## config.mk

```make
export PLATFORM = sky130hd
export DESIGN_NAME = grayscale_stream_ctrl
export DESIGN_NICKNAME = d
export VERILOG_FILES = /design/src/rtl/grayscale_stream_ctrl.sv
export SDC_FILE = /design/constraint.sdc
export NUM_CORES = 1
export LEC_CHECK = 0
export ABC_AREA = 1
export CORE_MARGIN = 2
export CORE_UTILIZATION = 26
export CTS_CLUSTER_SIZE = 25
export DETAILED_ROUTE_END_ITERATION = 8
export PLACE_DENSITY = 0.44
export SLEW_MARGIN = 20
export SYNTH_ARGS = -nofsm -noshare
export SYNTH_HDL_FRONTEND = slang
export SYNTH_SLANG_ARGS = --single-unit
```

## constraint.sdc

```tcl
create_clock -name clock -period 11.9 [get_ports clock]
set_input_delay 1.19 -clock clock [delete_from_list [all_inputs] [get_ports clock]]
set_output_delay 1.19 -clock clock [all_outputs]
set_load 0.05 [all_outputs]
```

## src/rtl/grayscale_stream_ctrl.sv

```systemverilog
// grayscale_stream_ctrl: RGB565 -> 8-bit grayscale streaming controller.
// Each 32-bit input word carries two RGB565 pixels, and both are converted in parallel.
// Four grayscale bytes are packed into each 32-bit output word.
// Optional build macro GRAY_LITTLE_ENDIAN_EN swaps pixel and byte ordering
// to little-endian. Handshake, counting and timing are unchanged.

// Per-pixel converter: gray = (54*R + 183*G + 19*B)[15:8], 16-bit unsigned, truncated.
module gray_lane (
  input  logic [15:0] pix,
  output logic [7:0]  gray
);
  logic [15:0] sum;

  // Weighted sum of the RGB565 fields. The maximum is 0x35E0, so it fits in 16 bits.
  always_comb begin
    sum = 16'd54  * {11'd0, pix[15:11]}
        + 16'd183 * {10'd0, pix[10:5]}
        + 16'd19  * {11'd0, pix[4:0]};
  end

  assign gray = 8'(sum >> 8);
endmodule

module grayscale_stream_ctrl #(
  parameter int CNT_WIDTH = 20
) (
  input  logic                 clock,
  input  logic                 reset,
  input  logic                 start,
  input  logic [CNT_WIDTH-1:0] pixel_count,
  output logic                 busy,
  output logic                 done,
  input  logic                 in_valid,
  input  logic [31:0]          in_data,
  output logic                 in_ready,
  output logic                 out_valid,
  output logic [31:0]          out_data,
  input  logic                 out_ready
);
  localparam int NUM_LANES = 2;

  typedef enum logic [1:0] {IDLE, RUN, FLUSH, DONE} state_t;

  state_t                         state, state_nxt;
  logic [CNT_WIDTH-1:0]           pix_left, pix_left_nxt;
  logic                           half;
  logic [NUM_LANES-1:0][7:0]      pack;        // pack[0] = first pixel's byte
  logic                           done_q;
  logic                           out_valid_q;
  logic [31:0]                    out_data_q;

  logic [NUM_LANES-1:0][15:0]     lane_pix;    // lane 0 = pixel0
  logic [NUM_LANES-1:0][7:0]      lane_gray;
  logic [NUM_LANES-1:0][7:0]      new_bytes;

  logic in_ready_c, accept, load_word, load_flush, done_set, out_free;

  // Pixel ordering within the input word
`ifdef GRAY_LITTLE_ENDIAN_EN
  assign lane_pix = {in_data[31:16], in_data[15:0]};
`else
  assign lane_pix = {in_data[15:0], in_data[31:16]};
`endif

  for (genvar i = 0; i < NUM_LANES; i++) begin : g_lane
    gray_lane u_lane (.pix(lane_pix[i]), .gray(lane_gray[i]));
  end

  // Byte k in stream order goes to its output position. Stream order is b0..b3.
  function automatic logic [31:0] pack_word(input logic [7:0] b0, input logic [7:0] b1,
                                            input logic [7:0] b2, input logic [7:0] b3);
`ifdef GRAY_LITTLE_ENDIAN_EN
    return {b3, b2, b1, b0};
`else
    return {b0, b1, b2, b3};
`endif
  endfunction

  // If only one pixel is left, the second pixel in the word is padding and its byte is forced to 0.
  always_comb begin
    new_bytes[0] = lane_gray[0];
    new_bytes[1] = (pix_left == CNT_WIDTH'(1)) ? 8'h00 : lane_gray[1];
  end

  // Remaining pixel count after an accept: subtract min(2, pix_left).
  always_comb begin
    pix_left_nxt = pix_left - ((pix_left >= CNT_WIDTH'(2)) ? CNT_WIDTH'(2) : pix_left);
  end

  assign out_free = !out_valid_q || out_ready;

  // State register
  always_ff @(posedge clock) begin
    if (reset) state <= IDLE;
    else       state <= state_nxt;
  end

  // Next-state logic
  always_comb begin
    state_nxt = state;
    case (state)
      IDLE:  if (start) state_nxt = (pixel_count == '0) ? DONE : RUN;
      RUN:   if (accept && pix_left_nxt == '0) state_nxt = half ? DONE : FLUSH;
      FLUSH: if (out_free) state_nxt = DONE;
      DONE:  if (done_q) state_nxt = IDLE;
      default: state_nxt = IDLE;
    endcase
  end

  // FSM outputs. In RUN, a half-filled pack can always take a word. A full pack needs the output slot free.
  always_comb begin
    in_ready_c = 1'b0;
    load_flush = 1'b0;
    done_set   = 1'b0;
    case (state)
      RUN:   in_ready_c = !half || out_free;
      FLUSH: load_flush = out_free;
      DONE:  done_set   = !done_q && out_free;
      default: ;
    endcase
  end

  assign accept    = in_valid && in_ready_c;
  assign load_word = accept && half;

  // Datapath: counters, pack register, output word register and done pulse
  always_ff @(posedge clock) begin
    if (reset) begin
      pix_left    <= '0;
      half        <= 1'b0;
      pack        <= '0;
      out_valid_q <= 1'b0;
      out_data_q  <= '0;
      done_q      <= 1'b0;
    end else begin
      done_q <= done_set;
      if (state == IDLE && start) begin
        pix_left <= pixel_count;
        half     <= 1'b0;
      end
      if (accept) begin
        pix_left <= pix_left_nxt;
        half     <= !half;
        if (!half) pack <= new_bytes;
      end
      if (load_word) begin
        out_data_q  <= pack_word(pack[0], pack[1], new_bytes[0], new_bytes[1]);
        out_valid_q <= 1'b1;
      end else if (load_flush) begin
        out_data_q  <= pack_word(pack[0], pack[1], 8'h00, 8'h00);
        out_valid_q <= 1'b1;
      end else if (out_ready) begin
        out_valid_q <= 1'b0;
      end
    end
  end

  assign busy      = (state != IDLE);
  assign done      = done_q;
  assign in_ready  = in_ready_c;
  assign out_valid = out_valid_q;
  assign out_data  = out_data_q;
endmodule
```

==> run_results.csv <==
group,metric,value,unit
drt,via_per_inst,4.26,
clock_tree,clkSinkCount,73,
setup_path,endpoint,"pack[15]",
clock_tree,clockBufferDepth,2,
synthesis,synth_area_leaders,"ha_1 (23%), dfxtp_1 (17%), fa_1 (14%)",
worst_hold_path,hold_class,"flip-flop to flip-flop",
setup_path,crit_path_start_kind,"input port",
synthesis,synth_warnings,0,
placement,io_buffer_count,92,
floorplan,rows,66,
clock_tree,cts_tree,"done",
setup_path,criticalPathCategory,"input port to flip-flop",
sta,min_period,7370,ps
run,cap_violations,0,
sta,slew_viol_final,0,
placement,place.gp.congestion,0.803,
synthesis,yosys-top-cells-count,"inv_1 (216), ha_1 (159), nand2_1 (147), nor2_1 (94), a21oi_1 (81)",
drt,finalWirelength,20600,um
sta,rsz0062_at_grt,"false",
clock_tree,cts_resized,0,
drt,ant_nets,0,
layout,nFillCells,3579,
drt,remaining_drc_errors,0,
layout,area_growth_syn_to_layout,19.7,%
clock_tree,htreeDepth,3,
global_routing,grt_max_degree,41,
sta,max_slew_margin,31.2,%
layout,drive_gt1_share,3.35,%
setup_path,required,12160,ps
status,outcome,"finished, final reports clean",
setup_path,timing.rr.end,"out_data[23]",
floorplan,start_util,26.2,%
floorplan,die_w,185,um
clock_tree,cts_made_buffers,9,
drt,routedWlPerCell,12.6,um
setup_path,crit_slowest_cell,"clkdlybuf4s50_1",
synthesis,syn_avg_cell_area,7.67,um^2
layout,diodes,0,
setup_path,critPathMaxFanout,6,
layout,final_area,0.0102,mm^2
synthesis,synthFlopType,"dfxtp_1",
drt,num_vias,6968,
synthesis,synth_top_cell_by_area,"ha_1",
sta,period_share,62.0,%
synthesis,syn_area,0.00850,mm^2
global_routing,grt_pass1_vias,7060,
synthesis,netlist_instances,1107,
floorplan,fp.dieH,185,um
synthesis,post-synth-top-count-cell,"inv_1",
setup_path,r2r-start,"state[1]",
setup_path,startpoint,"in_data[10]",
clock_tree,post_cts_buffers,0,
synthesis,ys_seq_elements,73,
placement,placed_area,0.00988,mm^2
placement,place_inst,1621,
sta,clock.fmax,136,MHz
layout,final_cells,1637,
clock_tree,cts-root-buf,"clkbuf_16",
global_routing,antenna_found_initial,0,
placement,dp_hpwl,17400,um
setup_path,cp_data_arrival_time,7640,ps
layout,finalNetCount,1465,
sta,setup_viol,0,
floorplan,dieArea,0.0341,mm^2
setup_path,reg2reg_slack,8300,ps
sta,worst_pin_slew,1030,ps
setup_path,crit_path_frequent_cell,"inv_1",
synthesis,ys_types,47,
clock_tree,cts-hold-fix-buffers,0,
synthesis,ys_seq_area_share,17.2,%
synthesis,syn_nets,1382,
drt,drtIter0Drc,296,
drt,drtPass1Iterations,4,
global_routing,globalRouteTotalUtil,12.5,%
layout,fin_util,31.4,%
synthesis,synth_top_area_share,23.4,%
global_routing,overflow,0,
synthesis,synth_edf_count,0,
floorplan,ioPinCount,93,
setup_path,rr_worst_depth,12,
clock_tree,clk_pin_slew_worst_paths,60,ps
setup_path,critPathMaxStageDelay,540,ps
clock_tree,clk_latency,330,ps
sta,hold_viol,0,
synthesis,async_flop_share,0,%
sta,fin_skew,10.6,ps
setup_path,worstSetupEndpointType,"flip-flop",
sta,setup_tns,0,ps
floorplan,core,0.0324,mm^2
global_routing,grt_pass1_wl,34700,um
==> final cells by class <==
class | count | area (um^2) | area share (%)
Multi-Input combinational cell | 795 | 6120 | 60.2
Sequential cell | 73 | 1460 | 14.4
Tap cell | 442 | 553 | 5.44
Clock buffer | 10 | 239 | 2.35
Clock inverter | 6 | 47.5 | 0.468
Timing Repair Buffer | 94 | 936 | 9.20
Inverter | 217 | 815 | 8.01
==> per-stage QoR <==
| stage | worst slack (ps) | hold slack [ps] |
|---|---|---|
| after CTS | 4510 | 467 |
| after detailed placement | 4160 | 458 |
| after floorplan | 5060 | 450 |
| after global placement | 4200 | 448 |
| final | 4530 | 460 |
| after global routing | 4070 | 494 |
==> how the worst min path moves through the flow <==
| stage | startpoint | to | slack, ps | cells after the start |
|---|---|---|---|---|
| 2_1_floorplan | pack[8] | out_data[16] | 450 | 2 |
| 3_3_place_gp | done | done | 450 | 1 |
| 3_5_place_dp | done | done | 460 | 1 |
| 4_1_cts | done | done | 470 | 1 |
| 5_1_grt | out_data[3] | out_data[3] | 490 | 2 |
| 6_report | done | done | 460 | 1 |
==> cell families after synthesis <==
kind of cell	synth area share, %
and+or+nand+nor	17.5
buffers and inverters	10.8
adders and majority gates	37.3
AOI/OAI and AO/OA	12.7
DFF	17.2
xor gates and xnor gates	4.12
muxes	0.353
other	0.0441
==> worst max-delay path, delay by kind of cell <==
family / cells / cell delay (ps)
adder cells (fa/ha/maj): 8 / 3520
AND/OR/NAND/NOR: 8 / 990
AO/OA/AOI/OAI: 5 / 850
XOR/XNOR: 1 / 100
buffers and inverters: 9 / 950
==> layout by cell type (no fill, tap or decap), types with 5 or more instances in the layout <==
cell type and n:
inv_1 214, ha_1 159, nand2_1 147, nor2_1 94, clkdlybuf4s50_1 92, a21oi_1 81
dfxtp_1 73, o21ai_0 72, fa_1 59, nand3_1 47, xor2_1 28, nand4_1 17
xnor2_1 12, a31oi_1 9, clkbuf_16 9, a21o_1 6, o21bai_1 6, nor4_1 6
nor3_1 5, or2_2 5
==> flip-flops by register name, indices dropped and copies added (netlist names) <==
signal,flops
state,2
pack,16
pix_left,20
out_data,32
done,1
half,1
out_valid,1
==> metal layers <==
| layer | GRT usage [%] | wire length (um) |
|---|---|---|
| met4 | 1.81 | 60 |
| met5 | 0 | 0 |
| met2 | 20.4 | 9040 |
| met3 | 1.05 | 615 |
| met1 | 18.3 | 10900 |
Power is not shown: default switching activity piles up to over one toggle a cycle in this logic, so the estimate is an artifact.
